--- src/rtl/cla_seq_pkg.sv ---
// Shared definitions for the byte-serial add/subtract sequencer: state encoding,
// datapath slice width and the byte-count helper.
package cla_seq_pkg;

    typedef enum logic [1:0] {
        StIdle = 2'd0,
        StRun  = 2'd1,
        StDone = 2'd2
    } state_e;

    localparam int unsigned BYTE_W = 8;

    function automatic int unsigned nbyte(input int unsigned width);
        return width / BYTE_W;
    endfunction

endpackage

--- src/rtl/cla_seq_32bit_if.sv ---
// Request/result bundle for cla_seq_32bit. The ovf signal exists only when
// CLA_SEQ_OVF_EN is defined.
interface cla_seq_32bit_if #(
    parameter int unsigned WIDTH = 32
);
    logic             start;
    logic             op_sub;
    logic             ci;
    logic [WIDTH-1:0] a;
    logic [WIDTH-1:0] b;
    logic             busy;
    logic             done;
    logic [WIDTH-1:0] s;
    logic             co;
`ifdef CLA_SEQ_OVF_EN
    logic             ovf;
`endif

    modport master (
        output start, op_sub, ci, a, b,
`ifdef CLA_SEQ_OVF_EN
        input  ovf,
`endif
        input  busy, done, s, co
    );

    modport slave (
        input  start, op_sub, ci, a, b,
`ifdef CLA_SEQ_OVF_EN
        output ovf,
`endif
        output busy, done, s, co
    );

endinterface

--- src/rtl/cla_8bit.sv ---
// 8-bit carry-lookahead adder: every carry is a flat sum-of-products of the
// generate/propagate terms and the carry-in, not a ripple chain.
module cla_8bit (
    input  logic [7:0] a_i,
    input  logic [7:0] b_i,
    input  logic       ci_i,
    output logic [7:0] s_o,
    output logic       co_o
);

    logic [7:0] g;
    logic [7:0] p;
    logic [8:0] c;

    assign g = a_i & b_i;
    assign p = a_i ^ b_i;

    always_comb begin
        logic acc;
        logic pp;
        c    = '0;
        c[0] = ci_i;
        for (int i = 0; i < 8; i++) begin
            acc = g[i];
            pp  = p[i];
            for (int j = i - 1; j >= 0; j--) begin
                acc = acc | (pp & g[j]);
                pp  = pp & p[j];
            end
            c[i+1] = acc | (pp & ci_i);
        end
    end

    assign s_o  = p ^ c[7:0];
    assign co_o = c[8];

endmodule

--- src/rtl/cla_seq_32bit.sv ---
// Byte-serial WIDTH-bit add/subtract sequencer sharing one cla_8bit across NBYTE
// cycles, LSB byte first. Define CLA_SEQ_OVF_EN to add the signed-overflow flag.
module cla_seq_32bit
    import cla_seq_pkg::*;
#(
    parameter int unsigned WIDTH = 32
) (
    input  logic           clk,
    input  logic           reset_n,
    cla_seq_32bit_if.slave bus
);

    localparam int unsigned NBYTE = nbyte(WIDTH);
    localparam int unsigned IdxW  = (NBYTE > 1) ? $clog2(NBYTE) : 1;
    localparam logic [IdxW-1:0] LastIdx = IdxW'(NBYTE - 1);

    state_e            state_q, state_d;
    logic [IdxW-1:0]   idx_q, idx_d;
    logic              carry_q, carry_d;
    logic [WIDTH-1:0]  a_q, a_d;
    logic [WIDTH-1:0]  b_q, b_d;
    logic [WIDTH-1:0]  s_q, s_d;
    logic              co_q, co_d;
    logic              busy_q, busy_d;
    logic              done_q, done_d;
`ifdef CLA_SEQ_OVF_EN
    logic              ovf_q, ovf_d;
`endif

    logic [BYTE_W-1:0] byte_a;
    logic [BYTE_W-1:0] byte_b;
    logic [BYTE_W-1:0] byte_s;
    logic              byte_co;

    assign byte_a = a_q[idx_q*BYTE_W +: BYTE_W];
    assign byte_b = b_q[idx_q*BYTE_W +: BYTE_W];

    cla_8bit u_cla (
        .a_i  (byte_a),
        .b_i  (byte_b),
        .ci_i (carry_q),
        .s_o  (byte_s),
        .co_o (byte_co)
    );

    always_comb begin
        state_d = state_q;
        idx_d   = idx_q;
        carry_d = carry_q;
        a_d     = a_q;
        b_d     = b_q;
        s_d     = s_q;
        co_d    = co_q;
        busy_d  = busy_q;
        done_d  = 1'b0;
`ifdef CLA_SEQ_OVF_EN
        ovf_d   = ovf_q;
`endif
        unique case (state_q)
            StIdle, StDone: begin
                if (bus.start) begin
                    // Subtraction is a + ~b + 1, so invert b and force the carry-in.
                    a_d     = bus.a;
                    b_d     = bus.op_sub ? ~bus.b : bus.b;
                    carry_d = bus.op_sub ? 1'b1 : bus.ci;
                    idx_d   = '0;
                    busy_d  = 1'b1;
                    state_d = StRun;
                end else begin
                    state_d = StIdle;
                end
            end
            StRun: begin
                s_d[idx_q*BYTE_W +: BYTE_W] = byte_s;
                carry_d = byte_co;
                idx_d   = idx_q + 1'b1;
                if (idx_q == LastIdx) begin
                    co_d    = byte_co;
                    idx_d   = '0;
                    busy_d  = 1'b0;
                    done_d  = 1'b1;
                    state_d = StDone;
`ifdef CLA_SEQ_OVF_EN
                    ovf_d   = (a_q[WIDTH-1] ~^ b_q[WIDTH-1]) & (byte_s[BYTE_W-1] ^ a_q[WIDTH-1]);
`endif
                end
            end
            default: begin
                state_d = StIdle;
                busy_d  = 1'b0;
            end
        endcase
    end

    always_ff @(posedge clk) begin
        if (!reset_n) begin
            state_q <= StIdle;
            idx_q   <= '0;
            carry_q <= 1'b0;
            a_q     <= '0;
            b_q     <= '0;
            s_q     <= '0;
            co_q    <= 1'b0;
            busy_q  <= 1'b0;
            done_q  <= 1'b0;
`ifdef CLA_SEQ_OVF_EN
            ovf_q   <= 1'b0;
`endif
        end else begin
            state_q <= state_d;
            idx_q   <= idx_d;
            carry_q <= carry_d;
            a_q     <= a_d;
            b_q     <= b_d;
            s_q     <= s_d;
            co_q    <= co_d;
            busy_q  <= busy_d;
            done_q  <= done_d;
`ifdef CLA_SEQ_OVF_EN
            ovf_q   <= ovf_d;
`endif
        end
    end

    assign bus.busy = busy_q;
    assign bus.done = done_q;
    assign bus.s    = s_q;
    assign bus.co   = co_q;
`ifdef CLA_SEQ_OVF_EN
    assign bus.ovf  = ovf_q;
`endif

endmodule

--- src/flat_wrapper.sv ---
// flat-port wrapper written by rule: the top's interface ports become plain ports
module cla_seq_32bit_flat import cla_seq_pkg::*;
#(
    parameter int unsigned WIDTH = 32
)
  (clk, reset_n, bus_start, bus_op_sub, bus_ci, bus_a, bus_b, bus_busy, bus_done, bus_s, bus_co);
  cla_seq_32bit_if #(.WIDTH(WIDTH)) bus_i ();
  input  logic clk;
  input  logic reset_n;
  input wire logic [$bits(bus_i.start)-1:0] bus_start;
  input wire logic [$bits(bus_i.op_sub)-1:0] bus_op_sub;
  input wire logic [$bits(bus_i.ci)-1:0] bus_ci;
  input wire logic [$bits(bus_i.a)-1:0] bus_a;
  input wire logic [$bits(bus_i.b)-1:0] bus_b;
  output wire logic [$bits(bus_i.busy)-1:0] bus_busy;
  output wire logic [$bits(bus_i.done)-1:0] bus_done;
  output wire logic [$bits(bus_i.s)-1:0] bus_s;
  output wire logic [$bits(bus_i.co)-1:0] bus_co;
  assign bus_i.start = bus_start;
  assign bus_i.op_sub = bus_op_sub;
  assign bus_i.ci = bus_ci;
  assign bus_i.a = bus_a;
  assign bus_i.b = bus_b;
  assign bus_busy = bus_i.busy;
  assign bus_done = bus_i.done;
  assign bus_s = bus_i.s;
  assign bus_co = bus_i.co;
  cla_seq_32bit #(.WIDTH(WIDTH)) u_core (.clk(clk), .reset_n(reset_n), .bus(bus_i));
endmodule
--- config.mk ---
export PLATFORM = sky130hd
export DESIGN_NAME = cla_seq_32bit_flat
export DESIGN_NICKNAME = d
export VERILOG_FILES = /design/src/rtl/cla_seq_pkg.sv /design/src/rtl/cla_seq_32bit_if.sv /design/src/rtl/cla_8bit.sv /design/src/rtl/cla_seq_32bit.sv /design/src/flat_wrapper.sv
export SDC_FILE = /design/constraint.sdc
export NUM_CORES = 1
export LEC_CHECK = 0
export BUFFER_PORTS_ARGS = -buffer_cell sky130_fd_sc_hd__buf_2
export CAP_MARGIN = 20
export CORE_UTILIZATION = 50
export CTS_BUF_LIST = sky130_fd_sc_hd__clkbuf_8
export DETAILED_ROUTE_END_ITERATION = 7
export PLACE_DENSITY = 0.75
export SYNTH_ARGS = -nofsm -noshare
export SYNTH_HDL_FRONTEND = slang
export SYNTH_SLANG_ARGS = --single-unit
--- constraint.sdc ---
create_clock -name clk -period 8.6 [get_ports clk]
set_clock_uncertainty 0.2 [all_clocks]
set_input_delay 1.29 -clock clk [delete_from_list [all_inputs] [get_ports clk]]
set_output_delay 1.29 -clock clk [all_outputs]
set_load 0.02 [all_outputs]
; Yosys cells after proc, flatten, opt, wreduce, memory -nomap -nowiden
; Cells that the tools add are included.
[word_totals]
romBits = 0
memories = 0
output_inout_bits = 35
latch_bits = 0
word_cells = 147
in_bits = 69
ramBits = 0
register_bits = 104
[classes]
n_reduce_logical = 8
multipliers = 0
eq_ne = 5
div = 0
n_addsub = 2
magnitude_cmp = 0
n_mux = 15
shift = 4
n_bitwise = 104
[ops]
columns = operator, count
row1 = 1-bit bitwise AND, 64
row2 = 32-bit by 6-bit indexed part select with 8-bit output, 2
row3 = 1-bit bitwise OR, 36
row4 = 5-bit negator with 34-bit output, 1
row5 = "8-bit by 34-bit variable shift with 32-bit output, first input constant", 1
row6 = 8-bit by 34-bit indexed part select with 32-bit output, 1
row7 = 32-bit bitwise mux, 1
row8 = 32-bit 2-to-1 mux, 1
row9 = 32-bit inverter, 1
row10 = 8-bit XOR, 2
row11 = 2-bit AND reduction, 5
row12 = 8-bit bitwise AND, 1
row13 = 2-bit case mux with 2 select lines, 2
row14 = 1-bit 2-to-1 mux, 6
row15 = 2-bit 2-to-1 mux, 3
row16 = "2-bit == test, second input constant", 2
row17 = 1-bit case mux with 2 select lines, 2
row18 = "2-bit by 1-bit adder with 2-bit output, second input constant", 1
row19 = "2-bit by 1-bit == test with 1-bit output, second input constant", 1
row20 = 2-bit logical NOT, 1
row21 = "2-bit by 1-bit != test with 1-bit output, second input constant", 1
row22 = "2-bit != test, second input constant", 1
row23 = 2-bit nonzero test, 1
row24 = 2-bit OR reduction, 1

; Longest topological paths before layout
[logic_depth]
depth_word = 13
ltp_mapped = 9
depth_no_buf = 7

; Cells and area by module
; From an unflattened synthesis, not the netlist that was laid out.
[hier_totals]
hier_cells = 497
hier_area_um2 = 4912.2
[by_module_without_submodules]
columns = mod, instances, area_per_inst_um2, cells_each, seq_area_each_um2
row1 = cla_seq_32bit, 1, 4579.4, 456, 2082.0
row2 = cla_8bit, 1, 332.8, 41, 0.0

; Least setup slack after synthesis
; Ideal clock, no wire load.
[synth_path]
kind = reg2reg
from = register u_core.idx_q[0]
to = register u_core.s_q[15] (netlist: u_core.bus.s[15])
period_less_slack_ps = 3262
setup_ps = 69
path_slack_ps = 5338
t_arrival_ps = 2993
path_stages_with_launch = 10
path_buffers = 2
required_time_ps = 8331
path_cell_list = dfxtp_1 -> clkbuf_1 -> buf_2 -> mux4_2 -> ha_1 -> a211oi_2 -> nor3_1 -> or4_1 -> o311a_2 -> o21ai_1
[synth_via]
elab_chain_cells = 13
word_cells_on_any_way = 86
cone_classes = 1 x add/sub / 4 x shift / 1 x mux / 80 x bitwise
[synth_lines]
columns = element, line
row1 = from (decl), cla_seq_32bit.sv:18  ; logic [IdxW-1:0] idx_q, idx_d;
row2 = from (signal assigned), cla_seq_32bit.sv:111  ; idx_q <= idx_d;
row3 = "32-bit by 6-bit indexed part select with 8-bit output, on equally long branches", "cla_seq_32bit.sv:35, cla_seq_32bit.sv:36"
row4 = 8-bit XOR / 8-bit bitwise AND (equally long branches), "cla_8bit.sv:16, cla_8bit.sv:15"
row5 = "1-bit bitwise AND, on equally long branches", "cla_8bit.sv:27, cla_8bit.sv:28"
row6 = "1-bit bitwise OR, or another cell as far along (5 in series)", cla_8bit.sv:27  ; acc = acc | (pp & g[j]);
row7 = 1-bit bitwise OR / 1-bit bitwise AND (equally long branches), "cla_8bit.sv:27, cla_8bit.sv:30"
row8 = 1-bit bitwise OR, cla_8bit.sv:30  ; c[i+1] = acc | (pp & ci_i);
row9 = 8-bit XOR, cla_8bit.sv:34  ; assign s_o = p ^ c[7:0];
row10 = 8-bit by 34-bit indexed part select with 32-bit output, cla_seq_32bit.sv:74  ; s_d[idx_q*BYTE_W +: BYTE_W] = byte_s;
row11 = 32-bit bitwise mux *, cla_seq_32bit.sv:74
row12 = to (signal assigned), cla_seq_32bit.sv:102  ; s_q <= '0;
row13 = to (signal assigned), cla_seq_32bit.sv:115  ; s_q <= s_d;
row14 = to (decl), cla_seq_32bit.sv:22  ; logic [WIDTH-1:0] s_q, s_d;
; Every way passes the cells marked *; elsewhere a longest branch is shown, timed or not.
; A chain may end at the register's enable or synchronous reset.

; Final worst setup path
[layout_path]
from = register u_core.idx_q[1]
to = register u_core.s_q[15] (netlist: u_core.bus.s[15])
; The elaborated chain is that of the path after synthesis.

==> impl_metrics.toml <==
[floorplan]
fp.dieArea_sq_mm = 0.00966
io_pins = 104
dieWidth_microns = 98.3
core_sq_mm = 0.00885
dieHeight_microns = 98.3
rows = 34
initial_core_util = 0.524

[detailed_routing]
via_count = 3815
wl_mm = 10.4
drcViolationCount = 5
wl_per_cell_microns = 15.0
drtIter0Drc = 136
antenna_left = 0
first_pass_iters = 8
vias_per_cell = 5.54

[sta]
final_max_slew_viol_count = 0
finalCriticalPeriod_ps = 3290
rsz0062_at_grt = "no"
fmax_ghz = 0.304
finalSetupTns_ps = 0
hold_viol = 0
worst_pin_slew_ps = 897
fin_crit_sh = 0.382
setup_viol = 0
relSlewSlack = 0.401

[clock_network]
cts_buffers = 9
clock_latency_ps = 360
cts_resized = 0
cts_tree = "done"
cts.sinks = 104
cts_root_buf = "clkbuf_8"
cts_hold_buf = 0
clk_pin_slew_ps = 100
cts_setup_buffers = 0
htreeDepth = 3
clockBufferDepth = 2

[yosys]
netlist_instances = 497
synth_top_area_share = 0.449
async_flop_share = 0
synth_ff_type = "dfxtp_1"
syn_nets = 581
ys_top_cells_by_area = "dfxtp_1, mux4_2, nand2_1"
syn_area_sq_mm = 0.00464
synth-edff-count = 0
ys.warnings.count = 0
yosys_register_bits = 104
avgSynthCellArea_sq_um = 9.33
yosys.area.top_type = "dfxtp_1"
yosysUniqueCellTypes = 40
seq_area_frac_synth = 0.449

[worst_setup_path]
cp_max_fo = 21
crit_required_ps = 8700
cp_slowest_cell = "dfxtp_1"
path_cells = "mux4_2 > ha_1 > a211oi_2 > nor3_1 > or4_1 > o311a_2 > o21ai_1"
startpoint_type = "register"
ff2ff_path_depth = 7
crit_type = "reg2reg"
end_kind = "register"
cp.arrival_ps = 3390
slowest_delay_ps = 920

[power]
peakVddDrop_mv = 0.0838
p_leak_nw = 2.22
total_power_w = 0.000991
powerDensity_mw_per_mm2 = 185

[grt]
grt_pass1_vias = 3546
grt-ovfl-total = 0
grt_use_total = 0.222
antenna_found_initial = 0
grt_pass1_wl_mm = 17.1
grt_max_degree = 100

[placed_design]
io_buffer_count = 103
hpwl_mm = 7.67
gp_congestion = 0.818
dp.cells = 672

[cells_and_area]
nNetsFinal = 660
final_cells = 689
fill_cells = 793
n_antenna_cell = 0
drive_gt1_frac = 0.258
area_growth_pct = 15.8
final_cell_mix = "dfxtp_1, buf_2, nand2_1"
mostFrequentLayoutCell = "dfxtp_1"

[run_status]
status = "finished, violations left"
violations = "design-rule violations"

[min_path]
whs_path_depth = 2
hold_path.class = "reg2reg"

[run]
drv_cap = 0
## flip-flops by register name, summed over array words and instances, names as in the netlist
| register | count |
|---|---|
| u_core.carry_q | 1 |
| u_core.bus.busy | 1 |
| u_core.b_q | 32 |
| u_core.bus.done | 1 |
| u_core.a_q | 32 |
| u_core.bus.s | 32 |
| u_core.bus.co | 1 |
| u_core.idx_q | 2 |
| u_core.state_q | 2 |
## worst paths after layout
path / from / to / slack [ps]
worst max register to register: u_core.idx_q[1] / u_core.bus.s[15] / 5310
worst min-delay path: u_core.a_q[17] / u_core.a_q[17] / 260
worst min register to register: u_core.a_q[17] / u_core.a_q[17] / 260
worst max-delay path: u_core.idx_q[1] / u_core.bus.s[15] / 5310
## critical path: cells and delay by family, from the launching register on
family,cells,cell delay (ps)
flip-flops,1,920
AND/OR/NAND/NOR,2,680
AO/OA/AOI/OAI,3,620
multiplexers,1,460
adder cells (fa/ha/maj),1,350
## per-stage QoR
step / instance area, sq um / utilization / worst slack, ps / hold WS (ps)
6_report: 5370 / 0.607 / 5310 / 257
5_1_grt: 5370 / 0.607 / 5160 / 282
4_1_cts: 5350 / 0.605 / 5340 / 259
3_5_place_dp: 5160 / 0.584 / 5390 / 244
3_3_place_gp: 5160 / 0.584 / 5430 / 235
2_1_floorplan: 4640 / - / 5340 / 233
## power by group
part / internal, W / total, W / switching, W
Sequential: 0.000509 / 0.000526 / 0.0000173
Clock: 0.000123 / 0.000290 / 0.000167
Combinational: 0.0000742 / 0.000175 / 0.000101
Total: 0.000706 / 0.000991 / 0.000285
## cells by family (layout without fill, tap and decap cells)
group | Yosys count | count (layout) | share of synthesized area
AOI/OAI and AO/OA | 122 | 122 | 0.181
xor gates and xnor gates | 37 | 37 | 0.0699
adders and majority gates | 15 | 15 | 0.0421
buffers and inverters | 44 | 128 | 0.0372
DFF | 104 | 104 | 0.449
muxes | 16 | 16 | 0.0777
and+or+nand+nor | 159 | 159 | 0.143
## cell usage after synthesis, drive strengths merged, types with 9 or more instances
library cell,instances
o21ai,13
a32o,9
clkbuf,29
a211oi,34
ha,14
nor2,53
xnor2,35
nand2,82
a21oi,41
dfxtp,104
buf,10
mux4,16
a22oi,13
## layer usage
metal,wire length [microns],track usage,vias to the layer above
li1,-,-,1914
met5,0,0,-
met4,162,0.0850,0
met1,4720,0.294,1776
met3,542,0.0358,16
met2,4930,0.366,109
## cell type report
class,count,area [sq um],share of cell area
clock inverter,5,38.8,0.00722
multi-input combinational,349,2390,0.445
inverter,5,18.8,0.00350
timing repair buffer,107,553,0.103
sequential,104,2080,0.388
tap,108,135,0.0252
clock buffer,11,151,0.0282
(Power assumes the default switching activity.)
